==> src/rtl/dvp_pkg.sv <==
// Shared constants for the DVP pattern transmitter: FSM encoding, pattern codes
// and the RGB565 colour-bar table.
package dvp_pkg;

    localparam logic [2:0] ST_IDLE   = 3'd0;
    localparam logic [2:0] ST_VSYNC  = 3'd1;
    localparam logic [2:0] ST_VBP    = 3'd2;
    localparam logic [2:0] ST_ACTIVE = 3'd3;
    localparam logic [2:0] ST_HBLANK = 3'd4;
    localparam logic [2:0] ST_VFP    = 3'd5;

    localparam logic [1:0] PAT_BARS   = 2'd0;
    localparam logic [1:0] PAT_RAMP   = 2'd1;
    localparam logic [1:0] PAT_CHECK  = 2'd2;
    localparam logic [1:0] PAT_SOLID  = 2'd3;
    localparam logic [1:0] PAT_STREAM = 2'd3;

    // Index 0 is the leftmost bar (white), index 7 the rightmost (black).
    localparam logic [7:0][15:0] BAR_TABLE = {
        16'h0000, 16'h001F, 16'hF800, 16'hF81F,
        16'h07E0, 16'h07FF, 16'hFFE0, 16'hFFFF
    };

    function automatic logic [15:0] bar_color(input logic [2:0] idx);
        return BAR_TABLE[idx];
    endfunction

endpackage

==> src/rtl/dvp_pattern_gen.sv <==
// Combinational RGB565 test-pattern generator: (x, y, sel, frame_count) -> pixel.
module dvp_pattern_gen
    import dvp_pkg::*;
#(
    parameter int H_ACTIVE = 640
) (
    input  logic [15:0] x,
    input  logic [15:0] y,
    input  logic [1:0]  sel,
    input  logic [15:0] frame_count,
    output logic [15:0] pixel
);

    localparam logic [15:0] BAR_W = 16'(H_ACTIVE / 8);

    logic [2:0] bar_idx;
    logic       unused_y;

    // Only y[3] drives the checker; the other row bits are intentionally ignored.
    assign unused_y = ^{y[15:4], y[2:0]};

    always_comb begin
        bar_idx = 3'(x / BAR_W);
        case (sel)
            PAT_BARS:  pixel = bar_color(bar_idx);
            PAT_RAMP:  pixel = {x[4:0], x[5:0], x[4:0]};
            PAT_CHECK: pixel = (x[3] ^ y[3]) ? 16'hFFFF : 16'h0000;
            default:   pixel = frame_count;
        endcase
    end

endmodule

==> src/rtl/dvp_pattern_tx.sv <==
// DVP (8-bit RGB565) test-pattern transmitter with VSYNC/HREF framing.
// Define DVP_PATTERN_TX_STREAM_EN to add a 16-bit pixel sink replacing pattern code 3.
module dvp_pattern_tx
    import dvp_pkg::*;
#(
    parameter int H_ACTIVE = 640,
    parameter int V_ACTIVE = 480,
    parameter int H_BLANK  = 144,
    parameter int V_SYNC   = 3,
    parameter int V_BP     = 17,
    parameter int V_FP     = 10
) (
    input  logic        clk,
    input  logic        reset_n,
    input  logic        enable,
    input  logic [1:0]  pattern_sel,
`ifdef DVP_PATTERN_TX_STREAM_EN
    input  logic [15:0] sink_data,
    input  logic        sink_valid,
    output logic        sink_ready,
    output logic        underflow,
`endif
    output logic        dvp_pclk,
    output logic [7:0]  dvp_data,
    output logic        dvp_href,
    output logic        dvp_vsync,
    output logic        busy,
    output logic [15:0] frame_count
);

    localparam logic [15:0] SLOT_LAST = 16'(2 * H_ACTIVE + H_BLANK - 1);
    localparam logic [15:0] ACT_LAST  = 16'(2 * H_ACTIVE - 1);
    localparam logic [15:0] VS_LAST   = 16'(V_SYNC - 1);
    localparam logic [15:0] VBP_LAST  = 16'(V_BP - 1);
    localparam logic [15:0] VA_LAST   = 16'(V_ACTIVE - 1);
    localparam logic [15:0] VFP_LAST  = 16'(V_FP - 1);

    logic [2:0]  state;
    logic        phase;
    logic [15:0] slot_cnt;
    logic [15:0] line_cnt;
    logic [1:0]  sel_q;
    logic        line_end;
    logic        frame_end;
    logic        vs_entry;
    logic [15:0] gen_pixel;
    logic [15:0] pixel;

    // A slot closes on its second (pclk-high) cycle; framing only moves then.
    assign line_end  = phase && (slot_cnt == SLOT_LAST);
    assign frame_end = line_end && (state == ST_VFP) && (line_cnt == VFP_LAST);
    assign vs_entry  = enable && ((state == ST_IDLE) || frame_end);

    always_ff @(posedge clk) begin
        if (!reset_n) begin
            state       <= ST_IDLE;
            phase       <= 1'b0;
            slot_cnt    <= '0;
            line_cnt    <= '0;
            sel_q       <= PAT_BARS;
            frame_count <= '0;
        end else begin
            if (vs_entry)
                sel_q <= pattern_sel;
            if (state == ST_IDLE) begin
                phase    <= 1'b0;
                slot_cnt <= '0;
                line_cnt <= '0;
                if (enable)
                    state <= ST_VSYNC;
            end else begin
                phase <= ~phase;
                if (phase && state == ST_ACTIVE && slot_cnt == ACT_LAST)
                    state <= ST_HBLANK;
                if (line_end) begin
                    slot_cnt <= '0;
                    line_cnt <= line_cnt + 16'd1;
                    case (state)
                        ST_VSYNC: if (line_cnt == VS_LAST) begin
                            state    <= ST_VBP;
                            line_cnt <= '0;
                        end
                        ST_VBP: if (line_cnt == VBP_LAST) begin
                            state    <= ST_ACTIVE;
                            line_cnt <= '0;
                        end
                        ST_HBLANK: if (line_cnt == VA_LAST) begin
                            state    <= ST_VFP;
                            line_cnt <= '0;
                        end else begin
                            state <= ST_ACTIVE;
                        end
                        ST_VFP: if (line_cnt == VFP_LAST) begin
                            line_cnt    <= '0;
                            frame_count <= frame_count + 16'd1;
                            state       <= enable ? ST_VSYNC : ST_IDLE;
                        end
                        default: ;
                    endcase
                end else if (phase) begin
                    slot_cnt <= slot_cnt + 16'd1;
                end
            end
        end
    end

    dvp_pattern_gen #(
        .H_ACTIVE(H_ACTIVE)
    ) u_gen (
        .x          ({1'b0, slot_cnt[15:1]}),
        .y          (line_cnt),
        .sel        (sel_q),
        .frame_count(frame_count),
        .pixel      (gen_pixel)
    );

`ifdef DVP_PATTERN_TX_STREAM_EN
    logic [15:0] pix_p1;
    logic [15:0] stream_pix;

    assign sink_ready = (state == ST_ACTIVE) && !slot_cnt[0] && !phase && (sel_q == PAT_STREAM);

    // The accepted word drives the high byte immediately, then is held for the low byte.
    assign stream_pix = sink_ready ? (sink_valid ? sink_data : 16'h0000) : pix_p1;

    always_ff @(posedge clk) begin
        if (sink_ready)
            pix_p1 <= sink_valid ? sink_data : 16'h0000;
    end

    always_ff @(posedge clk) begin
        if (!reset_n)
            underflow <= 1'b0;
        else if (vs_entry)
            underflow <= 1'b0;
        else if (sink_ready && !sink_valid)
            underflow <= 1'b1;
    end

    assign pixel = (sel_q == PAT_STREAM) ? stream_pix : gen_pixel;
`else
    assign pixel = gen_pixel;
`endif

    assign busy      = (state != ST_IDLE);
    assign dvp_pclk  = busy && phase;
    assign dvp_href  = (state == ST_ACTIVE);
    assign dvp_vsync = (state == ST_VSYNC);

    always_comb begin
        dvp_data = 8'h00;
        if (dvp_href)
            dvp_data = slot_cnt[0] ? pixel[7:0] : pixel[15:8];
    end

endmodule
==> config.mk <==
export PLATFORM = sky130hd
export DESIGN_NAME = dvp_pattern_tx
export DESIGN_NICKNAME = d
export VERILOG_FILES = /design/src/rtl/dvp_pkg.sv /design/src/rtl/dvp_pattern_gen.sv /design/src/rtl/dvp_pattern_tx.sv
export SDC_FILE = /design/constraint.sdc
export NUM_CORES = 1
export LEC_CHECK = 0
export BUFFER_PORTS_ARGS = -buffer_cell sky130_fd_sc_hd__buf_2
export CORE_MARGIN = 4
export CORE_UTILIZATION = 50
export CTS_CLUSTER_DIAMETER = 80
export DETAILED_ROUTE_END_ITERATION = 8
export PLACE_DENSITY_LB_ADDON = 0.05
export SETUP_SLACK_MARGIN = 0.2
export SLEW_MARGIN = 15
export SYNTH_ARGS = -nofsm -noshare
export SYNTH_HDL_FRONTEND = slang
export SYNTH_SLANG_ARGS = --single-unit
==> constraint.sdc <==
create_clock -name clk -period 6.24 [get_ports clk]
set_input_delay 0.624 -clock clk [delete_from_list [all_inputs] [get_ports clk]]
set_output_delay 0.624 -clock clk [all_outputs]
set_load 0.03 [all_outputs]
; Word level (Yosys, flattened, before mapping)
; Memories as Yosys holds them, arrays and structs flattened.
; Index checks and enable logic that the tools add are counted.
[word_totals]
n_memories = 1
register_bits = 54
mem_bits_ro = 128
[mem_list]
columns = name, words, word_bits, rd, rd_clocked_by_memory_dff, wr, line_no
row1 = (name not given), 8, 16, 1, 0, 0, dvp_pkg.sv:25  ; return BAR_TABLE[idx];
[op_classes]
n_mux = 20
n_reduce_logical = 14
div_mod_pow = 1
eq_ne = 14
bitwise_logic = 4
addsub = 3
order_cmp = 1
[op_table]
columns = cell, count
row1 = 16-bit two-way mux, 6
row2 = 16-bit one-hot mux with 4 select lines, 1
row3 = "16-bit by 1-bit adder with 16-bit output, second input constant", 3
row4 = 16-bit one-hot mux with 3 select lines, 1
row5 = "16-bit by 11-bit == test with 1-bit output, second input constant", 2
row6 = 3-bit two-way mux, 8
row7 = "15-bit by 7-bit divider with 16-bit output, second input constant", 1
row8 = "16-bit by 2-bit == test with 1-bit output, second input constant", 1
row9 = "16-bit by 4-bit == test with 1-bit output, second input constant", 1
row10 = "16-bit by 5-bit == test with 1-bit output, second input constant", 1
row11 = "16-bit by 9-bit == test with 1-bit output, second input constant", 1
row12 = 8-bit two-way mux, 2
row13 = 3-bit one-hot mux with 4 select lines, 1
row14 = 1-bit logical AND, 7
row15 = "3-bit by 2-bit == test with 1-bit output, second input constant", 2
row16 = "3-bit == test, second input constant", 2
row17 = "3-bit by 4-bit less-than comparator with 1-bit output, second input constant", 1
row18 = 4-bit AND reduction, 1
row19 = "3-bit by 1-bit == test with 1-bit output, second input constant", 1
row20 = 3-bit zero test, 1
row21 = 1-bit NOT, 3
row22 = 3-bit nonzero test, 1
row23 = 3-bit OR reduction, 1
row24 = "2-bit by 1-bit == test with 1-bit output, second input constant", 1
row25 = 7 further kinds, 7

; Longest topological paths before layout
[depth]
depth_word = 8
ltp_mapped = 13
mapped_depth_nobuf = 11

; Modules after synthesis
; Synthesis repeated with hierarchy kept, for this count alone.
[hier_totals]
hier_cells = 565
hier_area_um2 = 4330.4
[by_module_without_submodules]
columns = module, cells_each, instances, seq_area_each_um2, area_each_um2
row1 = dvp_pattern_tx, 372, 1, 1081.0, 3042.9
row2 = dvp_pattern_gen, 193, 1, 0.0, 1287.5

; Least setup slack after synthesis
; OpenSTA, ideal clock, no wires.
[synth_timing]
kind = flip-flop to output port
start = register slot_cnt[14]
end = output dvp_data[3]
arrival_ps = 3249
stages_incl_launch_ff = 12
n_path_buf = 1
path_slack_ps = 2367
required_ps = 5616
path_cell_list = dfxtp_1 nor2b_1 xor2_1 a2111o_1 o31ai_2 buf_6 mux2_2 a2111oi_2 a41oi_2 inv_1 o221ai_4 a211oi_1
[synth_between]
elab_chain_cells = 6
[synth_rtl]
columns = element, line_no
row1 = "start, declared", dvp_pattern_tx.sv:40  ; logic [15:0] slot_cnt;
row2 = "start signal, assigned", dvp_pattern_tx.sv:101  ; slot_cnt <= slot_cnt + 16'd1;
row3 = 15-bit by 7-bit divider with 16-bit output, dvp_pattern_gen.sv:23  ; bar_idx = 3'(x / BAR_W);
row4 = memory read 8 x 16 bit, --
row5 = 16-bit two-way mux (not written as such), dvp_pkg.sv:25
row6 = 16-bit one-hot mux with 3 select lines, dvp_pattern_gen.sv:24  ; case (sel)
row7 = 8-bit two-way mux, dvp_pattern_tx.sv:153  ; dvp_data = slot_cnt[0] ? pixel[7:0] : pixel[15:8];
row8 = 8-bit two-way mux, dvp_pattern_tx.sv:152  ; if (dvp_href)
row9 = "end, declared", dvp_pattern_tx.sv:24  ; output logic [7:0] dvp_data,
; No other way between the ends. The select of a mux whose other input is x is not followed.

; Worst setup path in the final report
[layout_timing]
start = register slot_cnt[11]
end = output dvp_data[5]
; The elaborated chain is that of the path after synthesis.

==> metrics.md <==
| Metric | Value |
|---|---|
| Net Count, Synth | ~540 |
| Avg WL per Cell | about 15 um |
| Setup repair bufs after CTS | 0 |
| Synth area leaders | dfxtp_1 (28%), nor2_1 (6.8%), xnor2_1 (4.9%), xor2_1 (4.9%), nand2_1 (4.0%) |
| Worst-path fanout max | 23 |
| Synthesized netlist cell count | 525 |
| Row Count | 31 |
| DRC | 0 |
| GRT Total Usage | between 20 and 25% |
| Total number of vias | 3,684 |
| Gr ovfl total | 0 |
| Count leader, synth | nor2_1 |
| Total wire length | between 9 and 10 mm |
| Unrepaired setup endpoints after global routing | no |
| CTS H-tree depth | 2 |
| FILL cells | roughly 760 |
| Top cells by count, synth | nor2_1 (71), dfxtp_1 (54), nand2_1 (42), clkbuf_1 (27), nand3_1 (25) |
| Critical R2R Capture | frame_count[14] |
| Startpoint types | register |
| Synth top area share | 27.6% |
| Post-route insts no fill | ~630 |
| P&R area growth vs syn | 5.91% |
| Cts hold-fix bufs | 0 |
| Reg-to-reg critical path startpoint | slot_cnt[0] |
| Pwr dens | between 150 and 200 nW/um^2 |
| Fin crit share | between 70% and 80% |
| Hold EP | line_cnt[1] |
| TritonCTS Sinks | between 50 and 60 |
| Minimum clock period | ~4500 ps |
| Async set or reset register ratio after synthesis | 0% |
| #FFs+latches synth | 54 |
| CTS resizes | 0 |
| Largest area contributor in the netlist | dfxtp_1 |
| Reg clk slew, reported paths | about 90 ps |
| Final setup violation count | 0 |
| Fmax | 220 MHz |
| Critical Path RT | ~5600 ps |
| First-pass GRT wire length | 15.6 mm |
| Final HPWL DP | 6.64 mm |
| Via/cell ratio | 5.89 |
| GPL Wtd Cong | around 0.92 |
| Worst R2R Path Depth | 9 |
| Vias in the first global route | about 3.3k |
| PortBufs | 32 |
| Avg Synthesized Cell Area | around 7.5 sq um |
| Cts bufs inserted | 5 |
| Pre-antenna DRT Iters | 5 |
| Die Footprint | ~9300 sq um |
| Synthesis warning total | 0 |
| Die width | just under 100 um |
| Actual slew at the worst max-slew pin | 1030 ps |
| # nets final | 537 |
| Largest net degree at the start of global routing | 24 |
| Placed Cells | 618 |
| Antenna diode count | 0 |
| Tightest Hold Check Type | register to register |
| Bufs on Longest Clock Path | 2 |
| Skew final | about 6 ps |
| Initial antenna violation count | 0 |
| Netlist cell types | 71 |
| Critical path endpoint category | primary output |
| Share of layout cells above drive strength 1 | around a tenth |
| Min-Delay Path Depth | 2 |
| CTS root buffer | clkbuf_8 |
| IO Pins | 33 |
| Clk_lat worst skew | approximately 300 ps |
| Initial core utilization | 52.6% |
| Final setup TNS | 0 ps |
| Fin. Hold Viols | 0 |
| Crit path DAT | 3920 ps |
| Power Total | 639 uW |
| Number of flops mapped to enable cells by yosys | 0 |
| Syn Std Cell Area | 3910 sq um |
| Outcome | finished, final reports clean |
| R2r setup slk | approximately 2900 ps |
| Post-synth top flop | dfxtp_1 |
| HP Start | line_cnt[1] |
| Rel. slew slack | between 30% and 40% |
| Max Cap Viol | 0 |
| Die Y | 96.5 um |
| ANT nets after route | 0 |
| Core area | between 7000 and 8000 sq um |
| CTS tree | yes |
| Slew Limit Fails | 0 |
| Leak | between 1.5 and 2 nW |
| Register area share after synthesis | roughly 28% |
| Worst VDD drop | 0.109 mV |
| Initial DRC count | about 200 |
| Crit Path Class | register to primary output |
[kinds of logic after synthesis]
| family | after synthesis | synth area share, % |
|---|---|---|
| mux | 8 | 2.43 |
| buf+inv | 58 | 6.23 |
| fa+ha+maj | 7 | 2.17 |
| xor+xnor | 44 | 9.85 |
| simple gates | 247 | 32.8 |
| flops | 54 | 27.6 |
| compound gates | 107 | 18.9 |
[metrics by stage]
stage,hold slack [ps],area [sq um],worst slack (ps),utilization (%)
after floorplan,477,3910,2370,-
after global placement,498,4030,2190,54.1
after detailed placement,509,4030,2060,54.1
after CTS,522,4150,1700,55.7
after global routing,563,4150,1410,55.7
final,517,4150,1690,55.7
[worst max path at each step]
stage,start,end
2_1_floorplan,slot_cnt[14],dvp_data[3]
3_3_place_gp,slot_cnt[11],dvp_data[1]
3_5_place_dp,slot_cnt[11],dvp_data[5]
4_1_cts,slot_cnt[11],dvp_data[5]
5_1_grt,slot_cnt[11],dvp_data[7]
6_report,slot_cnt[11],dvp_data[5]
[layout make-up]
cell class | count | area, sq um | area share (%)
well taps | 99 | 124 | 2.99
repair buffers | 33 | 168 | 4.04
clock inverters | 1 | 30.0 | 0.724
multi-input cells | 413 | 2590 | 62.5
inverters | 19 | 71.3 | 1.72
flip-flops and latches | 54 | 1080 | 26.1
clock buffers | 6 | 82.6 | 1.99
[cells in the final DEF, fill, tap and decap left out, drive strengths merged, types with 13 or more instances in the layout]
cell	count
nand4	20
nor3	16
dfxtp	54
o21ai	31
a21oi	23
nor2	72
xor2	22
and2	13
nand2	42
xnor2	22
inv	19
nand3	25
buf	33
[registers in the layout, indices dropped and copies added (netlist names)]
| signal | flops |
|---|---|
| phase | 1 |
| state | 3 |
| frame_count | 16 |
| sel_q | 2 |
| slot_cnt | 16 |
| line_cnt | 16 |
[report_power, final]
group | internal [mW] | switching [mW]
registers | 0.347 | 0.00672
clock network | 0.128 | 0.109
logic | 0.0179 | 0.0295
[metal layers]
layer  part of all wire (%)  GRT usage (%)  routed length [um]
met3                    5.0           2.87                 465
met1                     49           30.0                4550
met2                     45           32.2                4190
met4                   0.60           4.44                  56
met5                      0              0                   0
[critical path: stages, from the launching register on]
cell and delay [ps]:
dfxtp_1 780, or3b_4 280, o21ai_1 60, a2111o_1 430, o31ai_2 70, buf_4 270
mux2_2 370, a2111oi_2 390, a41oi_2 110, a31oi_1 350, o21ai_1 130, a21oi_1 160
buf_2 230
No activity file was read; power rests on OpenSTA's default activity.
